==> src/rtl/retire_ctrl_pkg.sv <==
// Shared machine definitions for the retirement stage: ROB entry layout,
// retire FSM states and the filter's event classification.
`ifndef SYS_DEFS_MACROS
`define SYS_DEFS_MACROS
`define XLEN 32
`define ROB 32
`define SD
`endif

package retire_ctrl_pkg;

   localparam int unsigned XLEN = `XLEN;

   typedef struct packed {
      logic              valid;
      logic              precise_state_need;
      logic [`XLEN-1:0]  target_pc;
      logic              halt;
      logic              is_store;
   } ROB_ENTRY_PACKET;

   typedef enum logic [1:0] {
      NORMAL,
      RECOVER,
      HALTED
   } RETIRE_STATE;

   typedef enum logic [1:0] {
      EVT_NONE,
      EVT_RECOVER,
      EVT_HALT
   } RETIRE_EVENT;

   function automatic logic [1:0] popcount3(input logic [2:0] m);
      return 2'(m[0]) + 2'(m[1]) + 2'(m[2]);
   endfunction

endpackage

==> src/rtl/retire_ctrl_if.sv <==
// Retire-stage bus between the ROB (slave side) and the retirement sequencer.
interface retire_ctrl_if
   import retire_ctrl_pkg::*;
#(
   parameter int unsigned CNT_W = 64
);
   ROB_ENTRY_PACKET [2:0] retire_entry;
   logic [2:0]            commit_valid;
   logic [2:0]            store_commit;
   logic                  BPRecoverEN;
   logic [XLEN-1:0]       recover_pc;
   logic                  fetch_stall;
   logic                  halted;
   logic [CNT_W-1:0]      retire_count;

   modport master (
      input  retire_entry,
      output commit_valid, store_commit, BPRecoverEN, recover_pc,
             fetch_stall, halted, retire_count
   );

   modport slave (
      output retire_entry,
      input  commit_valid, store_commit, BPRecoverEN, recover_pc,
             fetch_stall, halted, retire_count
   );
endinterface

==> src/rtl/retire_filter.sv <==
// Program-order scan of the retire group (slot 2 oldest): commit mask cut at
// the first invalid slot or the first halt/mispredict, plus the event found.
module retire_filter
   import retire_ctrl_pkg::*;
(
   input  ROB_ENTRY_PACKET [2:0] retire_entry,
   output logic [2:0]            commit_valid,
   output logic [2:0]            store_commit,
   output RETIRE_EVENT           event_type,
   output logic [XLEN-1:0]       event_pc,
   output logic [1:0]            commit_cnt
);
   logic scan;

   always_comb begin
      commit_valid = '0;
      store_commit = '0;
      event_type   = EVT_NONE;
      event_pc     = '0;
      scan         = 1'b1;
      for (int unsigned k = 0; k < 3; k++) begin
         // k walks oldest-first, so slot index is 2-k
         if (scan) begin
            if (!retire_entry[2-k].valid) begin
               scan = 1'b0;
            end else begin
               commit_valid[2-k] = 1'b1;
               store_commit[2-k] = retire_entry[2-k].is_store;
               if (retire_entry[2-k].halt) begin
                  event_type = EVT_HALT;
                  scan       = 1'b0;
               end else if (retire_entry[2-k].precise_state_need) begin
                  event_type = EVT_RECOVER;
                  event_pc   = retire_entry[2-k].target_pc;
                  scan       = 1'b0;
               end
            end
         end
      end
      commit_cnt = popcount3(commit_valid);
   end
endmodule

==> src/rtl/retire_ctrl.sv <==
// Retirement sequencer: FSM for recovery window and halt, plus the
// architectural retired-instruction counter.
module retire_ctrl
   import retire_ctrl_pkg::*;
#(
   parameter int unsigned RECOVER_CYCLES = 2,
   parameter int unsigned CNT_W          = 64
)(
   input  logic          clock,
   input  logic          reset,
   retire_ctrl_if.master bus
);
   RETIRE_STATE       state;
   logic [3:0]        rec_cnt;
   logic [CNT_W-1:0]  count_r;
   logic              fetch_stall_r;
   logic              halted_r;

   logic [2:0]        f_commit;
   logic [2:0]        f_store;
   RETIRE_EVENT       f_event;
   logic [XLEN-1:0]   f_pc;
   logic [1:0]        f_cnt;
   logic              active;

   retire_filter u_filter (
      .retire_entry (bus.retire_entry),
      .commit_valid (f_commit),
      .store_commit (f_store),
      .event_type   (f_event),
      .event_pc     (f_pc),
      .commit_cnt   (f_cnt)
   );

   assign active = (state == NORMAL);

   always_comb begin
      bus.commit_valid = active ? f_commit : '0;
      bus.store_commit = active ? f_store  : '0;
      bus.BPRecoverEN  = active && (f_event == EVT_RECOVER);
      bus.recover_pc   = (active && (f_event == EVT_RECOVER)) ? f_pc : '0;
      bus.fetch_stall  = fetch_stall_r;
      bus.halted       = halted_r;
      bus.retire_count = count_r;
   end

   always_ff @(posedge clock) begin
      if (reset) begin
         state         <= NORMAL;
         rec_cnt       <= '0;
         count_r       <= '0;
         fetch_stall_r <= 1'b0;
         halted_r      <= 1'b0;
      end else begin
         count_r <= count_r + CNT_W'(active ? f_cnt : 2'd0);
         unique case (state)
            NORMAL: begin
               if (f_event == EVT_HALT) begin
                  state         <= HALTED;
                  fetch_stall_r <= 1'b1;
                  halted_r      <= 1'b1;
               end else if (f_event == EVT_RECOVER) begin
                  state         <= RECOVER;
                  rec_cnt       <= 4'(RECOVER_CYCLES);
                  fetch_stall_r <= 1'b1;
               end
            end
            RECOVER: begin
               rec_cnt <= rec_cnt - 4'd1;
               if (rec_cnt == 4'd1) begin
                  state         <= NORMAL;
                  fetch_stall_r <= 1'b0;
               end
            end
            HALTED: begin
               state <= HALTED;
            end
            default: begin
               state <= NORMAL;
            end
         endcase
      end
   end
endmodule

==> src/flat_wrapper.sv <==
// flat-port wrapper written by rule: the top's interface ports become plain ports
module retire_ctrl_flat import retire_ctrl_pkg::*;
#(
   parameter int unsigned RECOVER_CYCLES = 2,
   parameter int unsigned CNT_W          = 64
)
  (clock, reset, bus_retire_entry, bus_commit_valid, bus_store_commit, bus_BPRecoverEN, bus_recover_pc, bus_fetch_stall, bus_halted, bus_retire_count);
  retire_ctrl_if #(.CNT_W(CNT_W)) bus_i ();
  input  logic clock;
  input  logic reset;
  input wire logic [$bits(bus_i.retire_entry)-1:0] bus_retire_entry;
  output wire logic [$bits(bus_i.commit_valid)-1:0] bus_commit_valid;
  output wire logic [$bits(bus_i.store_commit)-1:0] bus_store_commit;
  output wire logic [$bits(bus_i.BPRecoverEN)-1:0] bus_BPRecoverEN;
  output wire logic [$bits(bus_i.recover_pc)-1:0] bus_recover_pc;
  output wire logic [$bits(bus_i.fetch_stall)-1:0] bus_fetch_stall;
  output wire logic [$bits(bus_i.halted)-1:0] bus_halted;
  output wire logic [$bits(bus_i.retire_count)-1:0] bus_retire_count;
  assign bus_i.retire_entry = bus_retire_entry;
  assign bus_commit_valid = bus_i.commit_valid;
  assign bus_store_commit = bus_i.store_commit;
  assign bus_BPRecoverEN = bus_i.BPRecoverEN;
  assign bus_recover_pc = bus_i.recover_pc;
  assign bus_fetch_stall = bus_i.fetch_stall;
  assign bus_halted = bus_i.halted;
  assign bus_retire_count = bus_i.retire_count;
  retire_ctrl #(.RECOVER_CYCLES(RECOVER_CYCLES), .CNT_W(CNT_W)) u_core (.clock(clock), .reset(reset), .bus(bus_i));
endmodule
==> config.mk <==
export PLATFORM = sky130hd
export DESIGN_NAME = retire_ctrl_flat
export DESIGN_NICKNAME = d
export VERILOG_FILES = /design/src/rtl/retire_ctrl_pkg.sv /design/src/rtl/retire_ctrl_if.sv /design/src/rtl/retire_filter.sv /design/src/rtl/retire_ctrl.sv /design/src/flat_wrapper.sv
export SDC_FILE = /design/constraint.sdc
export NUM_CORES = 1
export LEC_CHECK = 0
export BUFFER_PORTS_ARGS = -buffer_cell sky130_fd_sc_hd__buf_2
export CAP_MARGIN = 20
export CORE_UTILIZATION = 35
export CTS_CLUSTER_DIAMETER = 120
export CTS_CLUSTER_SIZE = 8
export DETAILED_ROUTE_END_ITERATION = 10
export PLACE_DENSITY_LB_ADDON = 0.1
export SKIP_CTS_REPAIR_TIMING = 1
export SYNTH_ARGS = -nofsm -noshare
export SYNTH_HDL_FRONTEND = slang
export SYNTH_SLANG_ARGS = --single-unit
==> constraint.sdc <==
create_clock -name clock -period 4.88 [get_ports clock]
set_input_delay 0.732 -clock clock [delete_from_list [all_inputs] [get_ports clock]]
set_output_delay 0.732 -clock clock [all_outputs]
set_load 0.005 [all_outputs]
==> flow_summary.ini <==
[placed_design]
dp_hpwl_microns = 11580
preCtsSetupSlack_ns = 0.5422
gp_congestion = 0.8725
port_buffers = 214

[timing]
rsz0062_at_grt = false
fin_setup_tns_ns = 0
worstMarginPinSlew_ns = 0.7614
setup_slack_ns = 0.8623
fmax_mhz = 248.9
setup_viol = 0
finalClockSkew_ns = 0.008552
min_period_ns = 4.018
maxSlewViolCount = 0
hold_viol_final = 0
whs_ns = 0.4868
max_slew_margin_pct = 48.86
finalCritPeriodShare_pct = 82.33

[routing]
wire_per_inst_microns = 17.13
dr.pass1.iters = 11
via_count = 4767
drc_errors = 4
drtAntennaViolNets = 0
detail_route.vias_per_cell = 5.511
drt_iter0_drc = 452
wl_microns = 14810

[finish]
final_common_cell = buf_2
layout-drive-gt1-share_pct = 35.56
final_cell_mix = buf_2, nor2_1, dfxtp_1
nFillCells = 1171
synthToLayoutAreaGrowth_pct = 37.38
nets = 830

[cts]
clk_path_buf_depth = 2
clock-sinks = 72
cts_root_buf = clkbuf_16
clock_latency_ns = 0.33
numCtsBuffers = 9
h-tree-depth = 3
path_clk_slew_ns = 0.06
cts_tree = yes

[global_routing]
grt_pass1_wl_microns = 23770
track_usage_pct = 24.23
grt_pass1_vias = 4552
antenna_found_initial = 5
grt_max_degree = 61
grt_overflow = 0

[yosys]
yosysTopAreaCellShare_pct = 34.98
syn_avg_cell_area_sq_um = 8.095
ys_seq_area_share_pct = 34.98
yosys-top-cells-area = dfxtp_1, nor2_1, a222oi_1
synth_fp_nets = 627
syn_inst = 509
ys_ff_latch = 72
synth_largest_area_cell = dfxtp_1
ys.flop_type = dfxtp_1
yosysUniqueCellTypes = 50
netlist_area_sq_um = 4120
synth_edf_count = 0
synth_warnings = 0
async_flop_share_pct = 0

[die]
core-area_sq_um = 11470
dieHeight_microns = 110.5
rows = 39
start_util_pct = 35.93
die_area_sq_um = 12210
fp.dieW_microns = 110.5
pin_count = 215

[power]
ir_drop_mv = 0.1544
leakage_nw = 2.444
power.density_nw_per_um2 = 260.0

[worst_setup_path]
r2r_start = u_core.state[1]
path_class = primary input to flip-flop
startpoint_type = primary input
endpoint_kind = flip-flop
worstPathRequired_ns = 5.14
worst_path_max_delay_cell = nor4_1
crit_start = bus_retire_entry[70]
crit_path_max_incr_delay_ns = 0.56
crit_chain = buf_2 -> nor3b_1 -> and2_1 -> inv_1 -> fa_1 -> or3_1 -> inv_1 -> ha_1 -> a21oi_1 -> nor4_1 -> nand3_1 -> or3_1 -> a21oi_1
arrival_ns = 4.27
rr_worst_depth = 8
r2r-end = u_core.bus.retire_count[41]
crit_end = u_core.bus.retire_count[41]
r2r_slack_ns = 1.85
crit_fanout = 16

[outcome]
violations = design-rule violations
status = finished with violations

[worst_hold_path]
hold_class = flip-flop to flip-flop

[job]
maxCapViolations = 0
cells in the mapped netlist, types with 3 or more instances:
master	number
nor2b_1	4
ha_1	6
nor3b_1	4
and3_1	7
nand2_1	21
o31ai_1	15
inv_1	18
a21oi_1	34
or4_1	16
nand4_1	26
nor3_1	10
clkbuf_1	25
dfxtp_1	72
nor2_1	90
or3_1	13
xnor2_1	8
o21ai_0	14
a222oi_1	32
nand3_1	27
xor2_1	26
and2_1	4
nor4_1	3
routing by layer:
layer | vias to the layer above | GRT usage (%) | wire length, microns
met2 | 226 | 40.54 | 7267
met1 | 2198 | 29.88 | 6079
met3 | 22 | 5.543 | 1119
met5 | - | 0 | 0
met4 | 0 | 9.956 | 347
li1 | 2321 | - | -
report_power, final:
part / leakage (nW) / total, mW / switching [mW] / internal (mW)
clock: 0.151 / 0.725 / 0.261 / 0.463
sequential: 0.581 / 0.611 / 0.0118 / 0.599
combinational: 1.71 / 0.137 / 0.0694 / 0.0671
worst max-delay path, delay by kind of cell:
kind,cells,cell delay [ns]
AND/OR/NAND/NOR,6,2.52
adder cells (fa/ha/maj),2,0.49
AO/OA/AOI/OAI,2,0.28
buffers and inverters,3,0.26
sequential cells by signal, indices dropped and copies added, names as in the netlist:
register                 flops
u_core.bus.retire_count     64
u_core.bus.fetch_stall       1
u_core.bus.halted            1
u_core.state                 2
u_core.rec_cnt               4
how the worst min path moves through the flow:
stage,startpoint,to,slack [ns],cells past startpoint
finish,u_core.bus.retire_count[63],u_core.bus.retire_count[63],0.49,2
global route,u_core.bus.retire_count[63],u_core.bus.retire_count[63],0.51,2
CTS,u_core.bus.retire_count[63],u_core.bus.retire_count[63],0.49,2
detailed placement,u_core.bus.retire_count[63],u_core.bus.retire_count[63],0.48,2
global placement,u_core.bus.retire_count[52],u_core.bus.retire_count[52],0.47,2
floorplan,u_core.bus.halted,u_core.bus.halted,0.46,2
cell type report:
cell class	count	area (sq um)	share of cell area [%]
timing repair buffer	219	1116	19.72
clock inverter	6	91.34	1.614
multi-input combinational	392	2514	44.41
tap	143	178.9	3.161
inverter	18	67.56	1.194
clock buffer	10	239.0	4.222
sequential	72	1441	25.46
antenna	5	12.51	0.2210
logic make-up after synthesis:
| logic type | Yosys count | synth area share (%) |
|---|---|---|
| compound gates | 102 | 17.67 |
| simple gates | 246 | 32.49 |
| flops | 72 | 34.98 |
| xor+xnor | 34 | 7.228 |
| fa+ha+maj | 8 | 2.794 |
| mux | 2 | 0.5162 |
| buf+inv | 45 | 4.312 |
per-stage QoR:
step / cell area [sq um] / power, mW / cells / util (%)
6_report: 5660 / 1.472 / 865 / 49.36
2_1_floorplan: 4120 / 0.6859 / 509 / -
5_1_grt: 5660 / 1.524 / 865 / 49.36
3_3_place_gp: 5303 / 0.7574 / 843 / 46.24
3_5_place_dp: 5303 / 0.7608 / 843 / 46.24
4_1_cts: 5633 / 1.488 / 859 / 49.12
(Power assumes the default switching activity.)
